File: config.mk
export PLATFORM = sky130hd
export DESIGN_NAME = typed_word_deser_flat
export DESIGN_NICKNAME = d
export VERILOG_FILES = /design/src/rtl/typed_word_deser_if.sv /design/src/rtl/typed_word_deser.sv /design/src/flat_wrapper.sv
export SDC_FILE = /design/constraint.sdc
export NUM_CORES = 1
export LEC_CHECK = 0
export CORE_MARGIN = 2
export CORE_UTILIZATION = 50
export CTS_CLUSTER_SIZE = 14
export DETAILED_ROUTE_END_ITERATION = 12
export MAX_ROUTING_LAYER = met4
export PLACE_DENSITY_LB_ADDON = 0.2
export SYNTH_ARGS = -nofsm -noshare
export SYNTH_HDL_FRONTEND = slang
export SYNTH_SLANG_ARGS = --single-unit
File: constraint.sdc
create_clock -name clk -period 3.7 [get_ports clk]
set_clock_uncertainty 0.1 [all_clocks]
set_input_delay 0.74 -clock clk [delete_from_list [all_inputs] [get_ports clk]]
set_output_delay 0.74 -clock clk [all_outputs]
set_load 0.1 [all_outputs]
File: src/rtl/typed_word_deser_if.sv
// Link-side and consumer-side handshake bundle for the typed-record deserializer.
// A transfer happens on a rising clk edge exactly when valid && ready; the sender holds data stable while valid && !ready.
interface typed_word_deser_if #(
  parameter int DATA_W = 8,
  parameter int W      = 32
);
  logic              in_valid;
  logic              in_ready;
  logic [DATA_W-1:0] in_data;
  logic              in_sof;
  logic              out_valid;
  logic              out_ready;
  logic [W-1:0]      out_data;
  logic [2:0]        out_mode;
  logic              out_mode_err;

  modport master (
    output in_valid, in_data, in_sof, out_ready,
    input  in_ready, out_valid, out_data, out_mode, out_mode_err
  );

  modport slave (
    input  in_valid, in_data, in_sof, out_ready,
    output in_ready, out_valid, out_data, out_mode, out_mode_err
  );
endinterface

File: src/rtl/typed_word_deser.sv
// Reassembles sof-framed link beats (MSB beat first) into one record word and
// exposes its 3-bit mode field with an illegal-mode flag.
module typed_word_deser #(
  parameter int DATA_W   = 8,
  parameter int NB_BEATS = 4,
  parameter int MODE_MAX = 3
) (
  input  logic                 clk,
  input  logic                 rst,
  typed_word_deser_if.slave    bus,
  output logic                 err_drop,
  output logic                 err_resync,
  output logic [15:0]          frame_cnt,
  output logic [1:0]           dbg_state
);
  localparam int W     = NB_BEATS * DATA_W;
  localparam int CNT_W = (NB_BEATS > 1) ? $clog2(NB_BEATS) : 1;

  typedef enum logic [1:0] {
    IDLE    = 2'd0,
    COLLECT = 2'd1,
    FULL    = 2'd2
  } state_t;

  state_t           state;
  logic [CNT_W-1:0] cnt;
  logic [W-1:0]     data_q;
  logic             out_valid_q;
  logic [W-1:0]     slot0_word;
  logic [W-1:0]     merged_word;
  logic             last_slot;

  // slot0_word starts a fresh record; merged_word drops the beat into slot cnt.
  always_comb begin
    slot0_word = '0;
    slot0_word[W-1 -: DATA_W] = bus.in_data;
    merged_word = data_q;
    for (int i = 0; i < NB_BEATS; i++) begin
      if (i == int'(cnt)) merged_word[W-1-i*DATA_W -: DATA_W] = bus.in_data;
    end
    last_slot = (int'(cnt) == NB_BEATS - 1);
  end

  always_ff @(posedge clk) begin
    if (rst) begin
      state       <= IDLE;
      cnt         <= '0;
      out_valid_q <= 1'b0;
      data_q      <= '0;
      err_drop    <= 1'b0;
      err_resync  <= 1'b0;
      frame_cnt   <= '0;
    end else begin
      err_drop   <= 1'b0;
      err_resync <= 1'b0;
      case (state)
        IDLE: begin
          if (bus.in_valid) begin
            if (bus.in_sof) begin
              data_q <= slot0_word;
              if (NB_BEATS == 1) begin
                state       <= FULL;
                out_valid_q <= 1'b1;
                cnt         <= '0;
              end else begin
                state <= COLLECT;
                cnt   <= CNT_W'(1);
              end
            end else begin
              err_drop <= 1'b1;
            end
          end
        end
        COLLECT: begin
          if (bus.in_valid) begin
            if (bus.in_sof) begin
              // Restart: the partial record is abandoned, not delivered.
              data_q     <= slot0_word;
              cnt        <= CNT_W'(1);
              err_resync <= 1'b1;
            end else begin
              data_q <= merged_word;
              if (last_slot) begin
                state       <= FULL;
                out_valid_q <= 1'b1;
                cnt         <= '0;
              end else begin
                cnt <= cnt + 1'b1;
              end
            end
          end
        end
        FULL: begin
          if (bus.out_ready) begin
            state       <= IDLE;
            out_valid_q <= 1'b0;
            cnt         <= '0;
            frame_cnt   <= frame_cnt + 16'd1;
          end
        end
        default: begin
          state       <= IDLE;
          out_valid_q <= 1'b0;
          cnt         <= '0;
        end
      endcase
    end
  end

  // in_ready is a pure state decode so out_ready never reaches it.
  assign bus.in_ready     = (state != FULL);
  assign bus.out_valid    = out_valid_q;
  assign bus.out_data     = data_q;
  assign bus.out_mode     = data_q[W-1 -: 3];
  assign bus.out_mode_err = out_valid_q && (bus.out_mode > 3'(MODE_MAX));
  assign dbg_state        = state;
endmodule

File: src/flat_wrapper.sv
// flat-port wrapper written by rule: the top's interface ports become plain ports
module typed_word_deser_flat 
#(
  parameter int DATA_W   = 8,
  parameter int NB_BEATS = 4,
  parameter int MODE_MAX = 3
)
  (clk, rst, err_drop, err_resync, frame_cnt, dbg_state, bus_in_valid, bus_in_data, bus_in_sof, bus_out_ready, bus_in_ready, bus_out_valid, bus_out_data, bus_out_mode, bus_out_mode_err);
  typed_word_deser_if #(.DATA_W(DATA_W)) bus_i ();
  input  logic clk;
  input  logic rst;
  output logic err_drop;
  output logic err_resync;
  output logic [15:0] frame_cnt;
  output logic [1:0] dbg_state;
  input wire logic [$bits(bus_i.in_valid)-1:0] bus_in_valid;
  input wire logic [$bits(bus_i.in_data)-1:0] bus_in_data;
  input wire logic [$bits(bus_i.in_sof)-1:0] bus_in_sof;
  input wire logic [$bits(bus_i.out_ready)-1:0] bus_out_ready;
  output wire logic [$bits(bus_i.in_ready)-1:0] bus_in_ready;
  output wire logic [$bits(bus_i.out_valid)-1:0] bus_out_valid;
  output wire logic [$bits(bus_i.out_data)-1:0] bus_out_data;
  output wire logic [$bits(bus_i.out_mode)-1:0] bus_out_mode;
  output wire logic [$bits(bus_i.out_mode_err)-1:0] bus_out_mode_err;
  assign bus_i.in_valid = bus_in_valid;
  assign bus_i.in_data = bus_in_data;
  assign bus_i.in_sof = bus_in_sof;
  assign bus_i.out_ready = bus_out_ready;
  assign bus_in_ready = bus_i.in_ready;
  assign bus_out_valid = bus_i.out_valid;
  assign bus_out_data = bus_i.out_data;
  assign bus_out_mode = bus_i.out_mode;
  assign bus_out_mode_err = bus_i.out_mode_err;
  typed_word_deser #(.DATA_W(DATA_W), .NB_BEATS(NB_BEATS), .MODE_MAX(MODE_MAX)) u_core (.clk(clk), .rst(rst), .bus(bus_i), .err_drop(err_drop), .err_resync(err_resync), .frame_cnt(frame_cnt), .dbg_state(dbg_state));
endmodule
==> flow_metrics.tcl <==
set metrics [dict create \
    wl_microns 5020 \
    dr.first_iter.drc_count 106 \
    antenna_found_initial 0 \
    diodes 0 \
    setup_tns_ps 0 \
    ant_nets 0 \
    hold_class "reg -> reg" \
    grt_max_degree 31 \
    synth_compound_gate_area_share_pct 4.79 \
    hold_buffers 0 \
    coreArea_sq_um 4660 \
    cts_setup_buffers 0 \
    cp-start-kind "flip-flop" \
    drt-vias-per-instance 5.25 \
    synth_cell_types 39 \
    layout-drive-gt1-share_pct 7.67 \
    avgSynthCellArea_sq_um 9.58 \
    maxSlewViolCount 0 \
    io_pins 71 \
    crit_family "buffers and inverters" \
    syn_nets 266 \
    endpoint_kind "primary output" \
    path_buf_inv 1 \
    vias 1926 \
    slowest_delay_ps 1190 \
    synth-seq-cells 55 \
    ys_async_sr_fraction_pct 0 \
    die_w_microns 72.9 \
    area_growth_pct 33.3 \
    row_count 25 \
    cp.arrival_ps 1980 \
    layout_common_cells "clkdlybuf4s50_1, dfxtp_1, nor2_1" \
    synth_seq_area_share_pct 46.4 \
    crit_path_top_delay_cell "clkdlybuf4s50_1" \
    worstMarginPinSlew_ps 993 \
    cts-buffers-inserted 5 \
    nets 330 \
    synth_cells 248 \
    internal_power_mw 0.824 \
    synth_edf_count 0 \
    cts_num_sinks 55 \
    fill_cells 373 \
    firstDrtPassIters 4 \
    pwr-share-seq_pct 53.2 \
    slew-limit-headroom_pct 33.6 \
    ys.flop_type "dfxtp_1" \
    grt_pass1_wl_microns 7870 \
    ir_drop_uv 294 \
    clk_latency_ps 310 \
    grt_usage_pct 19.7 \
    dp_cells 359 \
    crit_chain "clkdlybuf4s50_1" \
    period_minus_slack_ps 2820 \
    p_switching_mw 0.323 \
    yosys.area_share.simple_pct 23.5 \
    combPwrFrac_pct 15.3 \
    wl_per_cell_microns 13.7 \
    dpl.hpwl_microns 3510 \
    synthXorXnorAreaFrac_pct 3.69 \
    die_area_sq_um 5320 \
    cts_resized 0 \
    grt_overflow_total 0 \
    cts_max_path_buffers 2 \
    fin_area_sq_um 3170 \
    synth_top_family_by_area "simple AND/OR/NAND/NOR gates" \
    die_h_microns 72.9 \
    power.share.clock_pct 31.5 \
    leakagePower_nw 1.20 \
    portBuffers 70 \
    synth_top_cell_by_area "dfxtp_1" \
    place_area_sq_um 3070 \
    yosysWarnings 0 \
    gp_congestion 0.813 \
    start_util_pct 51.0 \
    setup_viol 0 \
    fin_crit_sh_pct 76.1 \
    final_common_cell "clkdlybuf4s50_1" \
    maxCapViolations 0 \
    synth_top_area_share_pct 46.4 \
    rsz0062_at_grt "false" \
    status "completed" \
    synth.area.top_cells "dfxtp_1, mux2i_1, nor2_1, and2_1, ha_1" \
    synth_area_sq_um 2370 \
    hold_viol 0 \
    switching_share_pct 28.2 \
    final_cell_count_no_fill 367 \
    crit_type "reg -> out" \
    finalPower_mw 1.15 \
    clock.fmax_mhz 355 \
    drc 0 \
    synth_fa_ha_area_share_pct 2.63 \
    tritoncts "yes" \
    cts.clk_slew.worst_paths_ps 90 \
    synth_mux_area_share_pct 15.3 \
    path_max_fanout 7 \
    grt_pass1_vias 1627 \
    p_per_area_nw_per_um2 362 \
    cts.htree.levels 2 \
    cp.required_ps 2860 \
    cts_root_buffer "clkbuf_8" \
]
layout make-up:
type,instances,area [sq um],area share (%)
multi-input combinational,175,1180,37.4
sequential,55,1100,34.8
timing repair buffer,72,701,22.1
clock buffer,8,100,3.16
tap,54,67.6,2.13
inverter,3,11.3,0.356
metrics by stage:
stage                     setup WS, ps  hold slack, ps  util, %
final                              883             402     67.9
after global placement            1080             374     65.8
after detailed placement          1050             386     65.8
after CTS                          895             407     67.9
after global routing               859             431     67.9
after floorplan                    731             397        -
worst register-to-register path: stages (launching register included):
cell     delay (ps)
dfxtp_1         610
and4b_1         470
nand2_2         100
or4b_1          500
a21oi_1         150
cell usage after synthesis, types with 3 or more instances:
library cell  number
nand4_1            3
nand2b_1           3
nand2_1            5
and2_1            10
ha_1               5
nor3_1             5
a21oi_1           10
inv_1              3
buf_1              4
nor4_1             3
o21ai_0            5
nor2_4             4
nor2_1            48
nand3_1            5
nor2b_1            5
dfxtp_1           55
xnor2_1            4
mux2i_1           34
clkbuf_1           4
xor2_1             6
buf_4              5
cells by family (layout without fill, tap and decap cells):
logic type | Yosys count | in the layout
buffers and inverters | 18 | 83
multiplexers | 36 | 36
AND/OR/NAND/NOR | 104 | 104
adder cells (fa/ha/maj) | 5 | 5
XOR/XNOR | 10 | 10
flip-flops | 55 | 55
AO/OA/AOI/OAI | 20 | 20
worst paths after layout:
kind              slack (ps)                                 start                                    to  cells past startpoint
hold reg to reg          400  u_core.bus.out_data[13]$_SDFFE_PP0P_  u_core.bus.out_data[13]$_SDFFE_PP0P_                      2
hold / removal           400  u_core.bus.out_data[13]$_SDFFE_PP0P_  u_core.bus.out_data[13]$_SDFFE_PP0P_                      2
setup reg to reg        1690      u_core.dbg_state[1]$_SDFFE_PP0P_     u_core.frame_cnt[12]$_SDFFE_PP0P_                      4
setup / recovery         880      u_core.frame_cnt[3]$_SDFFE_PP0P_                          frame_cnt[3]                      1
state kept, by name, summed over array words and instances, names as in the netlist:
signal	count
u_core.err_drop	1
u_core.bus.out_valid	1
u_core.err_resync	1
u_core.dbg_state	2
u_core.bus.out_data	32
u_core.cnt	2
u_core.frame_cnt	16
routing by layer:
| metal | vias to the layer above | global-route usage, % | share of wire [%] |
|---|---|---|---|
| met5 | - | - | 0 |
| met4 | 0 | 6.17 | 1.3 |
| met3 | 6 | 5.11 | 5.0 |
| met2 | 50 | 29.2 | 46 |
| met1 | 909 | 26.3 | 47 |
| li1 | 961 | - | - |
power groups by stage:
stage / clock network [mW] / registers (mW) / logic, mW
2_1_floorplan: 0 / 0.686 / 0.0702
3_3_place_gp: 0 / 0.623 / 0.176
3_5_place_dp: 0 / 0.624 / 0.176
4_1_cts: 0.363 / 0.610 / 0.177
5_1_grt: 0.385 / 0.612 / 0.184
6_report: 0.361 / 0.610 / 0.176
No activity file was read; power rests on OpenSTA's default activity.
